### src/rtl/fifo_arb_pkg.sv
// Shared types and helpers for the FIFO push arbiter.
// rr_next is a plain scan-based reference for the round-robin pick.
package fifo_arb_pkg;

    localparam int MAX_REQ = 16;

    typedef enum logic {
        IDLE = 1'b0,
        LOCK = 1'b1
    } arb_state_e;

    // Returns {found, index}: the first set bit of req scanning from ptr+1 upward, modulo n.
    function automatic logic [4:0] rr_next(input logic [MAX_REQ-1:0] req,
                                           input logic [3:0]         ptr,
                                           input int                 n);
        logic [4:0] res;
        int         idx;
        res = '0;
        for (int i = n; i >= 1; i--) begin
            idx = (int'(ptr) + i) % n;
            if (req[idx]) res = {1'b1, 4'(idx)};
        end
        return res;
    endfunction

endpackage

### src/rtl/rr_arbiter.sv
// Round-robin picker: double-width masked priority encoder plus the rr_ptr register.
// The pointer holds the last winner, so the search starts one position above it.
module rr_arbiter #(
    parameter int N = 4,
    parameter int W = 2
) (
    input  logic         clk_i,
    input  logic         rstn_i,
    input  logic [N-1:0] req_i,
    input  logic         update_i,
    output logic [N-1:0] gnt_o,
    output logic [W-1:0] idx_o,
    output logic         any_o
);

    logic [W-1:0]   ptr_q, ptr_d;
    logic [N-1:0]   mask;
    logic [2*N-1:0] dbl;

    always_comb begin
        for (int i = 0; i < N; i++) mask[i] = (i > int'(ptr_q));
        // Low half: requesters above the pointer; high half: everyone, for the wrap-around.
        dbl   = {req_i, req_i & mask};
        gnt_o = '0;
        idx_o = '0;
        any_o = 1'b0;
        for (int j = 0; j < 2 * N; j++) begin
            if (dbl[j] && !any_o) begin
                any_o = 1'b1;
                if (j >= N) begin
                    idx_o        = W'(j - N);
                    gnt_o[j - N] = 1'b1;
                end else begin
                    idx_o    = W'(j);
                    gnt_o[j] = 1'b1;
                end
            end
        end
        ptr_d = update_i ? idx_o : ptr_q;
    end

    always_ff @(posedge clk_i or negedge rstn_i) begin
        if (!rstn_i) ptr_q <= W'(N - 1);
        else         ptr_q <= ptr_d;
    end

endmodule

### src/rtl/fifo_push_arbiter.sv
// Shares one FIFO write port between NUM_REQ valid/ready sources, tagging each word with its source id.
//   state | meaning
//   IDLE  | round-robin among valid requesters, one beat per grant
//   LOCK  | owner holds the port until it delivers a beat with last
module fifo_push_arbiter
    import fifo_arb_pkg::*;
#(
    parameter int NUM_REQ     = 4,
    parameter int DATA_WIDTH  = 32,
    parameter int PACKET_MODE = 1,
    parameter int ID_WIDTH    = (NUM_REQ > 1) ? $clog2(NUM_REQ) : 1
) (
    input  logic                           clk_i,
    input  logic                           rstn_i,
    input  logic [NUM_REQ-1:0]             s_valid_i,
    input  logic [NUM_REQ*DATA_WIDTH-1:0]  s_data_i,
    input  logic [NUM_REQ-1:0]             s_last_i,
    output logic [NUM_REQ-1:0]             s_ready_o,
    output logic [ID_WIDTH+DATA_WIDTH-1:0] fifo_data_o,
    output logic                           fifo_push_o,
    input  logic                           fifo_full_i,
    output logic [ID_WIDTH-1:0]            grant_id_o,
    output logic                           locked_o
);

    arb_state_e            state_q, state_d;
    logic [ID_WIDTH-1:0]   owner_q, owner_d;
    logic [ID_WIDTH-1:0]   grant_id_q, grant_id_d;
    logic [NUM_REQ-1:0]    arb_gnt;
    logic [ID_WIDTH-1:0]   arb_idx;
    logic                  arb_any;
    logic                  rr_update;
    logic                  active;
    logic [ID_WIDTH-1:0]   sel_idx;
    logic [DATA_WIDTH-1:0] data_arr [NUM_REQ];

    for (genvar k = 0; k < NUM_REQ; k++) begin : g_slice
        assign data_arr[k] = s_data_i[k*DATA_WIDTH +: DATA_WIDTH];
    end

    rr_arbiter #(
        .N (NUM_REQ),
        .W (ID_WIDTH)
    ) u_rr (
        .clk_i    (clk_i),
        .rstn_i   (rstn_i),
        .req_i    (s_valid_i),
        .update_i (rr_update),
        .gnt_o    (arb_gnt),
        .idx_o    (arb_idx),
        .any_o    (arb_any)
    );

    always_comb begin
        state_d    = state_q;
        owner_d    = owner_q;
        grant_id_d = grant_id_q;
        s_ready_o  = '0;
        rr_update  = 1'b0;
        // Ready is gated by reset so an asserted rstn_i silences the port immediately.
        active     = rstn_i && !fifo_full_i;
        sel_idx    = (state_q == LOCK) ? owner_q : arb_idx;
        unique case (state_q)
            IDLE: begin
                if (active && arb_any) begin
                    s_ready_o  = arb_gnt;
                    rr_update  = 1'b1;
                    grant_id_d = arb_idx;
                    if ((PACKET_MODE != 0) && !s_last_i[arb_idx]) begin
                        owner_d = arb_idx;
                        state_d = LOCK;
                    end
                end
            end
            LOCK: begin
                if (active) begin
                    s_ready_o[owner_q] = 1'b1;
                    if (s_valid_i[owner_q] && s_last_i[owner_q]) state_d = IDLE;
                end
            end
            default: state_d = IDLE;
        endcase
    end

    assign fifo_push_o = |(s_valid_i & s_ready_o);
    assign fifo_data_o = {sel_idx, data_arr[sel_idx]};
    assign grant_id_o  = grant_id_q;
    assign locked_o    = (state_q == LOCK);

    always_ff @(posedge clk_i or negedge rstn_i) begin
        if (!rstn_i) begin
            state_q    <= IDLE;
            owner_q    <= '0;
            grant_id_q <= '0;
        end else begin
            state_q    <= state_d;
            owner_q    <= owner_d;
            grant_id_q <= grant_id_d;
        end
    end

endmodule

### config.mk
export PLATFORM = sky130hd
export DESIGN_NAME = fifo_push_arbiter
export DESIGN_NICKNAME = d
export VERILOG_FILES = /design/src/rtl/fifo_arb_pkg.sv /design/src/rtl/rr_arbiter.sv /design/src/rtl/fifo_push_arbiter.sv
export SDC_FILE = /design/constraint.sdc
export NUM_CORES = 1
export LEC_CHECK = 0
export CAP_MARGIN = 20
export CORE_MARGIN = 10
export CORE_UTILIZATION = 26
export DETAILED_ROUTE_END_ITERATION = 12
export PLACE_DENSITY_LB_ADDON = 0.25
export SLEW_MARGIN = 15
export SYNTH_ARGS = -nofsm -noshare
export SYNTH_HDL_FRONTEND = slang
export SYNTH_SLANG_ARGS = --single-unit
### constraint.sdc
create_clock -name clk_i -period 3.12 [get_ports clk_i]
set_clock_uncertainty 0.15 [all_clocks]
set_input_delay 0.936 -clock clk_i [delete_from_list [all_inputs] [get_ports clk_i]]
set_output_delay 0.936 -clock clk_i [all_outputs]
set_load 0.005 [all_outputs]
==> results of run 1 <==
[registers in the layout (all words and copies together) (netlist names)]
| name | flops |
|---|---|
| grant_id_o | 2 |
| locked_o | 1 |
| owner_q | 2 |
| u_rr.ptr_q | 2 |
[synthesized netlist by cell type (4+ instances only)]
cell / number / area, um^2
buf_2: 8 / 40.0
a21oi_1: 38 / 190
o21ai_0: 10 / 50.1
nand2_1: 108 / 405
o211ai_1: 4 / 30.0
nand2b_1: 6 / 37.5
dfrtp_1: 5 / 125
buf_4: 9 / 67.6
a32oi_1: 33 / 289
nor2_1: 10 / 37.5
buf_6: 6 / 67.6
inv_1: 6 / 22.5
[placed cells by master (no fill, tap or decap), types with 4 or more instances in the layout]
cell and n:
clkdlybuf4s50_1 135, nand2_1 61, buf_4 41, buf_2 35, a32oi_1 25, nand2_4 24, nand2_2 23, a21oi_1 22
buf_6 21, a21oi_2 15, buf_16 13, o21ai_0 9, buf_12 9, a32oi_2 8, inv_1 6, buf_8 6
nor2_1 5, dfrtp_1 5, nand2b_1 4, o211ai_1 4, dlygate4sd2_1 4
[layer usage]
| layer | global-route usage, % | wire length [um] | share of wire, % |
|---|---|---|---|
| met2 | 42.2 | 7000 | 51 |
| met4 | 9.46 | 492 | 3.6 |
| met5 | 0 | 0 | 0 |
| met3 | 5.49 | 1190 | 8.6 |
| met1 | 26.7 | 5170 | 37 |
[power groups by stage]
stage | logic, mW | clock network (mW) | registers [mW]
floorplan | 1.69 | 0 | 0.187
global placement | 3.16 | 0 | 0.190
detailed placement | 3.20 | 0 | 0.192
CTS | 4.58 | 0.132 | 0.199
global route | 5.37 | 0.139 | 0.209
finish | 5.09 | 0.128 | 0.204
[critical path: stages]
cell     delay, ns
buf_8         0.11
nor2b_1       0.12
o21a_2        0.23
o31ai_4       0.21
buf_6         0.18
buf_6         0.13
buf_16        0.14
nand2_4       0.04
a32oi_1       0.23
buf_2         0.18
[area by class of cell]
cell class | instances | area [um^2] | share of cell area [%]
Sequential cell | 7 | 178 | 3.64
Timing Repair Buffer | 264 | 2730 | 56.0
Inverter | 7 | 38.8 | 0.795
Clock buffer | 4 | 45.0 | 0.923
Multi-Input combinational cell | 242 | 1780 | 36.6
Antenna cell | 2 | 5.00 | 0.103
Tap cell | 77 | 96.3 | 1.97
[kinds of logic after synthesis]
kind of cell           synth area share [%]
flip-flops                             10.5
buffers and inverters                  12.5
AO/OA/AOI/OAI                          44.1
AND/OR/NAND/NOR                        32.8
[timing repair]
action	in CTS	in global routing
pin swaps	52	47
endpoints found under the setup margin	39	38
cloned	14	0
setup buffers	29	7
resized for setup	249	90
[worst max-delay path by stage]
| stage | start | end | depth (start not counted) |
|---|---|---|---|
| after detailed placement | s_valid_i[1] | fifo_data_o[19] | 8 |
| after global placement | s_valid_i[1] | fifo_data_o[13] | 9 |
| final | s_valid_i[1] | fifo_data_o[3] | 10 |
| after floorplan | s_valid_i[1] | fifo_data_o[10] | 8 |
| after global routing | s_valid_i[1] | fifo_data_o[11] | 11 |
| after CTS | s_valid_i[3] | fifo_data_o[26] | 12 |
[through the flow]
step                      hold WS (ns)  area (um^2)  TNS [ns]
final                            0.336         4880    -14.19
after global routing             0.349         4880    -16.46
after CTS                        0.332         4550    -15.12
after detailed placement         0.317         3770    -43.47
after global placement           0.316         3770    -42.51
after floorplan                  0.319         1750     -3.24
==> flow_summary.toml, run 1 <==
[floorplanning]
chipHeight_um = 101
initial_core_util_pct = 26.7
die_area_um2 = 10200
core_area_um2 = 6350
rows = 29
boundaryPins = 181
die_w_um = 101

[critical_path]
crit_type = "in -> out"
rrSetupSlack_ns = 0.91
rr_startpoint = "u_rr.ptr_q[0]"
crit_path_end_kind = "output port"
worstReg2RegEnd = "locked_o"
cp-start-kind = "input pin"
worstPathRequired_ns = 2.03
worstPathArrival_ns = 2.54
cp_max_fo = 7
rr_worst_depth = 9

[cts]
cts.sinks = 7
tritoncts = "done"
insertion_delay_ns = 0.23
cts_hold_buf = 0
root_buffer = "clkbuf_8"
h-tree-depth = 1
clockBufferDepth = 2
clk_pin_slew_ns = 0.04
cts_buffers = 3

[timing]
setup_viol = 35
finalCritPeriodShare_pct = 116
slew_viol_final = 0
clock.fmax_ghz = 0.276
worst_pin_slew_ns = 0.327
setup_slack_ns = -0.502
rsz0062_at_grt = "yes"
min_period_ns = 3.62
hold_violations = 0
slew_headroom_pct = 78.0

[power]
powerDensity_nw_per_um2 = 1110
leakagePower_nw = 2.09
p_total_mw = 5.42
power.share.clock_pct = 2.4
power_frac_seq_pct = 3.8
p_int_mw = 2.93
combPwrFrac_pct = 93.9
vdd_drop_max_mv = 0.923
p_sw_share_pct = 46.0
switchingPower_mw = 2.49

[hold_path]
hold_depth = 2
hold_path.class = "reg -> reg"
hold_path_startpoint = "grant_id_o[1]"
holdPathEnd = "grant_id_o[1]"

[yosys]
ys_types = 37
syn_area_per_cell_um2 = 6.01
syn-num-nets = 421
async_flop_share_pct = 100
synth_edf_count = 0
yosys_warnings = 0
syn_area_um2 = 1700
ys_seq_area_share_pct = 10.5
ys_ff_latch = 7
synth_cells = 282
dominantRegCellSynth = "dfrtp_1"

[place]
preCtsSetupSlack_ns = -1.23
dp.cells = 550
place_congestion = 0.926
post-dp-hpwl_um = 8440
port_buffers = 180

[global_route]
grt_pass1_wl_um = 19400
antenna_found_initial = 0
overflow = 0
grt_start_max_net_pins = 18
grt_use_total_pct = 23.8
grt_pass1_vias = 3479

[detailed_routing]
routed_via_density = 5.59
first_pass_iters = 4
drt_wl_total_um = 13800
drc = 0
vias = 3372
antenna_left = 0
wl_per_cell_um = 23.0
drt-initial-drc-count = 89

[final_layout]
nets = 664
fin_cells = 603
final_util_pct = 76.9
fillers = 432
final_layout_size_suffix_gt1_share_pct = 42.6
area_growth_pct = 188

[outcome]
violations = "setup timing"
status = "complete, but fails checks"

[job]
cap_violations = 0
Note: power is estimated with default switching activity, not from simulation.
==> run 2, diff against run 1 <==
--- a/config.mk
+++ b/config.mk
@@ -9,8 +9,8 @@
 export CORE_MARGIN = 10
 export CORE_UTILIZATION = 26
 export DETAILED_ROUTE_END_ITERATION = 12
+export GPL_ROUTABILITY_DRIVEN = 0
 export PLACE_DENSITY_LB_ADDON = 0.25
-export SLEW_MARGIN = 15
 export SYNTH_ARGS = -nofsm -noshare
 export SYNTH_HDL_FRONTEND = slang
 export SYNTH_SLANG_ARGS = --single-unit
==> run 2 against run 1 <==
Compared with the run above: largest power group unchanged; utilization down 0.30 points; the flow still finishes with violations (setup timing); sequential share of layout area about the same; final cell count down 0.33%; combinational power down 2%; flip-flop and latch count unchanged; sequential power about the same; highest routed layer unchanged; hold slack better by 0.0021 ns; cell area down 0.38%; global-route usage down 0.83 points; first-iteration DRC count up 100%.
==> flow_summary.toml, run 2 (synthesized netlist as in run 1, its figures left out) <==
[timing]
setup_slack_ns = -0.446
rsz0062_at_grt = "yes"
hold_violations = 0
clock.fmax_ghz = 0.280
slew_viol_final = 0
setup_viol = 37
min_period_ns = 3.57
slew_headroom_pct = 76.4
worst_pin_slew_ns = 0.351
finalCritPeriodShare_pct = 114

[power]
p_sw_share_pct = 45.4
power.share.clock_pct = 2.5
p_total_mw = 5.32
vdd_drop_max_mv = 0.806
leakagePower_nw = 2.01
powerDensity_nw_per_um2 = 1090
combPwrFrac_pct = 93.7
p_int_mw = 2.91
power_frac_seq_pct = 3.8
switchingPower_mw = 2.41

[final_layout]
nets = 663
fillers = 418
fin_cells = 601
layout_commonest_cell = "clkdlybuf4s50_1"
final-seq-area_um2 = 178
mostFrequentLayoutCells = "clkdlybuf4s50_1, nand2_1, buf_2, buf_4, a21oi_2"
area_growth_pct = 187
multiInputGateArea_um2 = 1760
final_layout_size_suffix_gt1_share_pct = 41.1

[critical_path]
crit_path_end_kind = "output port"
worstPathRequired_ns = 2.03
cp_max_fo = 7
worstReg2RegEnd = "locked_o"
crit_type = "in -> out"
rrSetupSlack_ns = 1.04
cp-start-kind = "input pin"
rr_startpoint = "u_rr.ptr_q[0]"
rr_worst_depth = 8
worstPathArrival_ns = 2.48

[cts]
cts_hold_buf = 0
cts.sinks = 7
cts_buffers = 3
tritoncts = "done"
clockBufferDepth = 2
h-tree-depth = 1
root_buffer = "clkbuf_8"
insertion_delay_ns = 0.23
clk_pin_slew_ns = 0.04

[floorplanning]
boundaryPins = 181
initial_core_util_pct = 26.7
die_area_um2 = 10200
rows = 29
chipHeight_um = 101
core_area_um2 = 6350
die_w_um = 101

[detailed_routing]
vias = 3354
wl_per_cell_um = 23.0
drt_wl_total_um = 13800
drc = 0
antenna_left = 0
first_pass_iters = 6
drt-initial-drc-count = 179
routed_via_density = 5.58

[hold_path]
hold_path_startpoint = "grant_id_o[1]"
holdPathEnd = "grant_id_o[1]"
hold_depth = 2
hold_path.class = "reg -> reg"

[global_route]
grt_pass1_vias = 3234
grt_use_met2_pct = 40.8
met1_usage_pct = 25.8
grt_use_total_pct = 23.0
grt_pass1_wl_um = 18700
antenna_found_initial = 0
grt_busiest_layer = "met2"
met3_usage_pct = 5.83
overflow = 0
grt_start_max_net_pins = 16

[outcome]
status = "complete, but fails checks"
violations = "setup timing"

[place]
post-dp-hpwl_um = 8590
dp.cells = 552
preCtsSetupSlack_ns = -1.32
port_buffers = 180

[job]
cap_violations = 0
[run 2: through the flow]
stage | cell area (um^2) | setup TNS [ns] | hold WS [ns] | util [%]
after CTS | 4560 | -14.47 | 0.343 | 71.7
final | 4860 | -12.86 | 0.338 | 76.6
after floorplan | 1750 | -3.24 | 0.319 | -
after global routing | 4860 | -15.87 | 0.369 | 76.5
after detailed placement | 3780 | -43.81 | 0.328 | 59.6
after global placement | 3780 | -42.61 | 0.317 | 59.6
[run 2: what timing repair did]
action | CTS | global route
gates cloned | 14 | 3
pin swaps | 29 | 49
resized for setup | 246 | 74
buffers inserted | 27 | 11
setup endpoints to repair | 39 | 39
[run 2: worst max path at each step]
stage                 start              end  slack [ns]  depth (start not counted)
2_1_floorplan  s_valid_i[1]  fifo_data_o[10]       -0.10                          8
3_3_place_gp   s_valid_i[0]  fifo_data_o[13]       -1.29                          9
3_5_place_dp   s_valid_i[0]  fifo_data_o[13]       -1.32                          9
4_1_cts        s_valid_i[3]  fifo_data_o[11]       -0.48                         12
5_1_grt        s_valid_i[2]   fifo_data_o[0]       -0.54                         10
6_report       s_valid_i[2]   fifo_data_o[0]       -0.45                         10
[run 2: layout make-up]
cell class	count	share of cell area [%]
Multi-Input combinational cell	242	36.1
Sequential cell	7	3.65
Inverter	7	0.798
Tap cell	77	1.98
Timing Repair Buffer	263	56.5
Antenna cell	1	0.0515
Clock buffer	4	0.926
[run 2: power by group through the flow]
stage               Clock (mW)  Sequential, mW  Combinational, mW
CTS                      0.135           0.199               4.53
global placement             0           0.189               3.19
global route             0.146           0.210               5.26
detailed placement           0           0.190               3.24
finish                   0.133           0.205               4.98
floorplan                    0           0.187               1.69
[run 2: routing by layer]
layer	up-vias	part of all wire, %
li1	1517	-
met1	1597	36
met2	200	50
met3	40	9.9
met4	0	4.2
met5	-	0
[run 2: worst max-delay path, stage by stage]
cell and delay, ns:
buf_2 0.18, nand2b_4 0.17, a21oi_4 0.06, o31ai_4 0.26, buf_6 0.18, clkinv_8 0.09, buf_4 0.18, a21oi_1 0.21
a32oi_2 0.07, buf_2 0.15
